==> src/rtl/ysyx_24110015_fetch_queue_pkg.sv <==
// Core-wide constants shared by the fetch queue and the IDU.
package ysyx_24110015_fetch_queue_pkg;

  localparam int unsigned CORE_XLEN = 32;
  localparam logic [31:0] NOP_INST  = 32'h0000_0013;

endpackage

==> src/rtl/ysyx_24110015_fetch_queue.sv <==
// In-order {pc, inst} FIFO between IFU and IDU. Flush and reset discard all entries.
// The output is registered only, with no bypass, so an entry appears one cycle after enqueue at the earliest.
module ysyx_24110015_fetch_queue
  import ysyx_24110015_fetch_queue_pkg::*;
#(
  parameter int unsigned DEPTH = 4,
  parameter int unsigned XLEN  = CORE_XLEN
) (
  input  logic                     clk,
  input  logic                     rst,
  input  logic                     in_valid,
  output logic                     in_ready,
  input  logic [XLEN-1:0]          in_pc,
  input  logic [XLEN-1:0]          in_inst,
  output logic                     out_valid,
  input  logic                     out_ready,
  output logic [XLEN-1:0]          out_pc,
  output logic [XLEN-1:0]          out_inst,
  input  logic                     flush,
  output logic [$clog2(DEPTH):0]   count
);

  localparam int unsigned PW = $clog2(DEPTH);
  localparam int unsigned CW = PW + 1;

  logic [XLEN-1:0] r_pc_mem   [DEPTH];
  logic [XLEN-1:0] r_inst_mem [DEPTH];
  logic [PW-1:0]   r_rd_ptr;
  logic [PW-1:0]   r_wr_ptr;
  logic [CW-1:0]   r_count;

  logic w_push;
  logic w_pop;

  assign in_ready  = (r_count != CW'(DEPTH));
  assign out_valid = (r_count != '0);
  assign count     = r_count;

  assign w_push = in_valid  && in_ready  && !flush;
  assign w_pop  = out_valid && out_ready && !flush;

  always_comb begin
    out_pc   = '0;
    out_inst = '0;
    if (out_valid) begin
      out_pc   = r_pc_mem[r_rd_ptr];
      out_inst = r_inst_mem[r_rd_ptr];
    end
  end

  // Storage is intentionally unreset: an empty queue masks stale contents.
  always_ff @(posedge clk) begin
    if (w_push) begin
      r_pc_mem[r_wr_ptr]   <= in_pc;
      r_inst_mem[r_wr_ptr] <= in_inst;
    end
  end

  always_ff @(posedge clk or negedge rst) begin
    if (!rst) begin
      r_rd_ptr <= '0;
      r_wr_ptr <= '0;
      r_count  <= '0;
    end else if (flush) begin
      r_rd_ptr <= '0;
      r_wr_ptr <= '0;
      r_count  <= '0;
    end else begin
      // DEPTH is a power of two, so the pointers wrap by natural overflow.
      if (w_push) r_wr_ptr <= r_wr_ptr + PW'(1);
      if (w_pop)  r_rd_ptr <= r_rd_ptr + PW'(1);
      unique case ({w_push, w_pop})
        2'b10:   r_count <= r_count + CW'(1);
        2'b01:   r_count <= r_count - CW'(1);
        default: r_count <= r_count;
      endcase
    end
  end

endmodule

==> config.mk <==
export PLATFORM = sky130hd
export DESIGN_NAME = ysyx_24110015_fetch_queue
export DESIGN_NICKNAME = d
export VERILOG_FILES = /design/src/rtl/ysyx_24110015_fetch_queue_pkg.sv /design/src/rtl/ysyx_24110015_fetch_queue.sv
export SDC_FILE = /design/constraint.sdc
export NUM_CORES = 1
export LEC_CHECK = 0
export BUFFER_PORTS_ARGS = -buffer_cell sky130_fd_sc_hd__buf_2
export CAP_MARGIN = 20
export CELL_PAD_IN_SITES_DETAIL_PLACEMENT = 0
export CELL_PAD_IN_SITES_GLOBAL_PLACEMENT = 1
export CORE_MARGIN = 3
export CORE_UTILIZATION = 53
export DETAILED_ROUTE_END_ITERATION = 6
export GPL_TIMING_DRIVEN = 0
export PLACE_DENSITY = 0.89
export SKIP_CTS_REPAIR_TIMING = 1
export SLEW_MARGIN = 20
export SYNTH_ARGS = -nofsm -noshare
export SYNTH_HDL_FRONTEND = slang
export SYNTH_SLANG_ARGS = --single-unit
==> constraint.sdc <==
create_clock -name clk -period 5.8 [get_ports clk]
set_input_delay 0.87 -clock clk [delete_from_list [all_inputs] [get_ports clk]]
set_output_delay 0.87 -clock clk [all_outputs]
set_load 0.005 [all_outputs]
Yosys cells after proc, flatten, opt, wreduce, memory -nomap -nowiden
Memories as Yosys holds them, arrays and structs flattened. Index checks and enable logic that the tools add are counted.

Input port bits: 69. Bits in registers: 7. Output and inout bits: 69. Memories kept: 2. Memory bits (writable): 256. Bits in latches: 0. Memory bits (read-only): 0.

Memories: r_inst_mem (depth 4, bits a word 32, read ports 1, clocked after Yosys merged registers in 0, wr ports 1, RTL line ysyx_24110015_fetch_queue.sv:27) `logic [XLEN-1:0] r_inst_mem [DEPTH];`; r_pc_mem (depth 4, bits a word 32, read ports 1, clocked after Yosys merged registers in 0, wr ports 1, RTL line ysyx_24110015_fetch_queue.sv:26) `logic [XLEN-1:0] r_pc_mem [DEPTH];`.

Reduce and logical (&&, ||, !) cells: 9. Div/mod/pow operators: 0. Shift operators: 0. Eq/ne operators: 3. Multipliers: 0. Mux-type cells: 10. $lt $le $gt $ge: 0. Bitwise operators: 0. Add/subtract/negate cells: 4.

Operators with widths (number): $mux 32 (2); $mux 2 (4); $pmux 3 s2 (1); $reduce_bool 3->1 (2); $add 2x1->2 const B (2); $logic_and 1x1->1 (4); $reduce_bool 2->1 (2); $add 3x1->3 const B (1); $mux 3 (1); $ne 3x3->1 const B (1); $sub 3x1->3 const B (1); $eq 2x1->1 const B (1); $eq 2x2->1 const B (1); $mux 1 (2); $logic_not 1->1 (1).

Depth between registers and ports, before layout
Depth in word-level cells: 6. Mapped depth: 8. Gate-level depth less buffers: 7.

Least setup slack after synthesis
No wires, ideal clock.

Path type: input-to-reg. Start: in in_valid. End: mem r_inst_mem[0][0] (netlist bit), enable pin. Arrival time: 2.927 ns. Library setup time: 0.429 ns. Required time: 5.371 ns. Setup slack: 2.444 ns. Stages on the path: 4. Cell sequence: buf_2 > inv_1 > nor3_1 > and2_1.

Word-level cells in the longest chain between the ends: 4.

RTL lines: from (decl) (RTL line ysyx_24110015_fetch_queue.sv:11) `input logic in_valid,`; $logic_and 1x1->1 (2 in a row) (RTL line ysyx_24110015_fetch_queue.sv:39) `assign w_push = in_valid && in_ready && !flush;`; $mux 1 (RTL line ysyx_24110015_fetch_queue.sv:53) `if (w_push) begin`; $mux 1 (not written as such) (RTL line ysyx_24110015_fetch_queue.sv:55) `r_inst_mem[r_wr_ptr] <= in_inst;`; to (decl) (RTL line ysyx_24110015_fetch_queue.sv:27).

Every way passes these cells.

Worst setup path after layout
Start: reg r_count[1] (netlist: count[1]). End: out out_inst[7].

Word-level cells in the longest chain between the ends: 2.

RTL lines: from (decl) (RTL line ysyx_24110015_fetch_queue.sv:30) `logic [CW-1:0] r_count;`; from (signal assigned) (RTL line ysyx_24110015_fetch_queue.sv:73) `2'b10: r_count <= r_count + CW'(1);`; from (signal assigned) (RTL line ysyx_24110015_fetch_queue.sv:74) `2'b01: r_count <= r_count - CW'(1);`; from (signal assigned) (RTL line ysyx_24110015_fetch_queue.sv:75) `default: r_count <= r_count;`; $reduce_bool 3->1 (RTL line ysyx_24110015_fetch_queue.sv:36) `assign out_valid = (r_count != '0);`; $mux 32 (RTL line ysyx_24110015_fetch_queue.sv:45) `if (out_valid) begin`; to (decl) (RTL line ysyx_24110015_fetch_queue.sv:18) `output logic [XLEN-1:0] out_inst,`.

Every way passes these cells.

==> flow_metrics.env <==
export IMPL_status="finished clean"
export IMPL_synth_top_area_share_pct=75.2
export IMPL_first_global_vias=5490
export IMPL_clk_latency_ps=520
export IMPL_p_per_area_nw_per_um2=361
export IMPL_grtUsageMet3_pct=4.30
export IMPL_layout_drive_gt1_share_pct=40.0
export IMPL_hpwl_um=12200
export IMPL_p_leak_nw=4.23
export IMPL_rsz0062_at_grt="no"
export IMPL_fin_crit_sh_pct=60.5
export IMPL_worstSetupStartpointType="flip-flop"
export IMPL_remaining_drc_errors=0
export IMPL_critical_path_cell_chain="buf_2 > nor2_1 > nand2_1 > clkbuf_1 > clkbuf_1 > and2_1 > buf_2"
export IMPL_cts_buffers=27
export IMPL_ir_drop_uv=215
export IMPL_min_path_type="primary input to asynchronous set/reset pin"
export IMPL_setup_violations=0
export IMPL_synth_fa_ha_area_share_pct=0.685
export IMPL_worst_pin_slew_ps=692
export IMPL_synth_edff_count=256
export IMPL_vias_per_cell=5.48
export IMPL_synth_seq_area_share_pct=76.9
export IMPL_start_util_pct=54.3
export IMPL_avgSynthCellArea_um2=21.6
export IMPL_grtUsageMet2_pct=32.3
export IMPL_grt_usage_pct=18.9
export IMPL_tritoncts="yes"
export IMPL_port_buffers=136
export IMPL_busiest_layer="met2"
export IMPL_syn2layout_area_growth_pct=18.9
export IMPL_synth_top_family_by_area="multiplexers"
export IMPL_use_met1_pct=25.3
export IMPL_ys_types=33
export IMPL_pin_count=138
export IMPL_cts_clk_slew_worst_paths_ps=60
export IMPL_dieHeight_um=145
export IMPL_grt_pass1_wl_um=30100
export IMPL_synthTopCellsByArea="edfxtp_1, mux4_2, and2_1"
export IMPL_synthSimpleGateAreaFrac_pct=5.21
export IMPL_wl_per_cell_um=21.1
export IMPL_netlist_top_cells_count="edfxtp_1, and2_1, mux4_2"
export IMPL_syn_inst=473
export IMPL_dpl_cell_area_um2=11300
export IMPL_fin_setup_tns_ps=0
export IMPL_finalHoldViolCount=0
export IMPL_synth_compound_area_share_pct=1.10
export IMPL_crit_fanout=10
export IMPL_synth_warnings=0
export IMPL_skew_ps=12.3
export IMPL_synthFlopType="edfxtp_1"
export IMPL_grt_overflow=0
export IMPL_synth_area_leader_cell="edfxtp_1"
export IMPL_core_um2=18800
export IMPL_std_cell_rows=50
export IMPL_maxClockFrequency_mhz=285
export IMPL_whs_ps=176
export IMPL_final_nets=716
export IMPL_max_cap_violations=0
export IMPL_antenna_found_initial=0
export IMPL_final_util_pct=64.6
export IMPL_max_stage_delay_ps=540
export IMPL_critPathKind="flip-flop to primary output"
export IMPL_vias=5059
export IMPL_synth_most_common_cell="edfxtp_1"
export IMPL_dr_pass1_iters=4
export IMPL_crit_slowest_cell="clkbuf_1"
export IMPL_end_kind="primary output"
export IMPL_timing_final_max_slew_violations=0
export IMPL_relSlewSlack_pct=53.9
export IMPL_syn_area_um2=10200
export IMPL_synth_xor_area_share_pct=0.257
export IMPL_cts_sinks=263
export IMPL_synthMuxAreaShare_pct=14.1
export IMPL_ant_nets=0
export IMPL_period_needed_ps=3510
export IMPL_gp_congestion=0.818
export IMPL_cts_root_buf="clkbuf_16"
export IMPL_ys_ff_latch=263
export IMPL_fp_dieW_um=145
export IMPL_grt_max_degree=37
export IMPL_synth_nets=547
export IMPL_crit_arrival_ps=2640
export IMPL_async_flop_share_pct=2.66
export IMPL_initialDrtViolationCount=321
export IMPL_wl_um=19500
export IMPL_fin_area_um2=12200
export IMPL_required_ps=4930
export IMPL_die_area_um2=21000
export IMPL_clockBufferDepth=3
export IMPL_cts_max_level=1
[metal layers]
metal,vias up,wire [um]
met5,-,0
met4,0,284
met3,29,1230
met2,156,10000
met1,2614,7970
li1,2260,-
[kinds of logic (layout without fill, tap and decap cells)]
family	count (synthesis)	in the layout
mux	64	64
compound gates	17	17
simple gates	88	88
buf+inv	33	222
other cells	0	1
xor+xnor	3	3
fa+ha+maj	5	5
flops	263	263
[critical path, delay by kind of cell, from the launching register on]
kind / cells / cell delay, ps
flops: 1 / 400
buf+inv: 4 / 1290
simple gates: 3 / 410
[placed cells by master (no fill, tap or decap), types with 2 or more instances in the layout]
cell / instances
buf_12: 4
nor3_1: 2
and2_1: 64
xor2_1: 2
clkinv_2: 7
a2111oi_0: 2
inv_1: 6
nand3b_1: 2
a21oi_1: 5
edfxtp_1: 256
nand2b_1: 4
bufinv_16: 2
buf_6: 5
ha_1: 4
dfrtp_1: 7
clkinvlp_4: 2
mux4_2: 64
clkinv_1: 6
nor2_1: 5
nand3_1: 3
clkbuf_16: 27
o21ai_0: 3
buf_2: 147
clkbuf_1: 12
and2_4: 4
[state kept, by name (all words and copies together) (netlist names)]
| name | count |
|---|---|
| r_wr_ptr | 2 |
| count | 3 |
| r_rd_ptr | 2 |
| r_pc_mem | 128 |
| r_inst_mem | 128 |
[metrics by stage]
| step | total power, mW | setup WS, ps | std cells |
|---|---|---|---|
| floorplan | 2.57 | 2440 | 473 |
| global placement | 2.80 | 1100 | 869 |
| detailed placement | 2.82 | 2830 | 873 |
| CTS | 4.44 | 2250 | 922 |
| global route | 4.58 | 2070 | 922 |
| finish | 4.38 | 2290 | 923 |
[final timing paths]
check	startpoint	to	slack (ps)	cells after the start
max	count[1]$_DFFE_PN0P_	out_inst[7]	2290	7
max reg2reg	count[0]$_DFFE_PN0P_	r_pc_mem[0][25]$_DFFE_PP_	3450	5
min reg2reg	r_wr_ptr[0]$_DFFE_PN0P_	r_wr_ptr[0]$_DFFE_PN0P_	620	2
max in group asynchronous	rst	r_wr_ptr[0]$_DFFE_PN0P_	5460	1
min in group clk	in_pc[18]	r_pc_mem[2][18]$_DFFE_PP_	550	1
min	rst	count[2]$_DFFE_PN0P_	180	1
[cell type report]
cell class | instances | area, um^2
Antenna cell | 1 | 2.50
Buffer | 27 | 156
Clock buffer | 30 | 687
Clock inverter | 19 | 150
Fill cell | 1280 | 6670
Inverter | 6 | 22.5
Multi-Input combinational cell | 177 | 2190
Sequential cell | 263 | 7860
Tap cell | 260 | 325
Timing Repair Buffer | 140 | 761
[power by group]
group / total [mW] / internal [mW] / leakage (nW) / switching, mW
clock: 1.62 / 0.940 / 0.410 / 0.680
combinational: 0.596 / 0.299 / 1.40 / 0.297
sequential: 2.17 / 2.15 / 2.42 / 0.0177
Power figures use the tool's default switching activity.
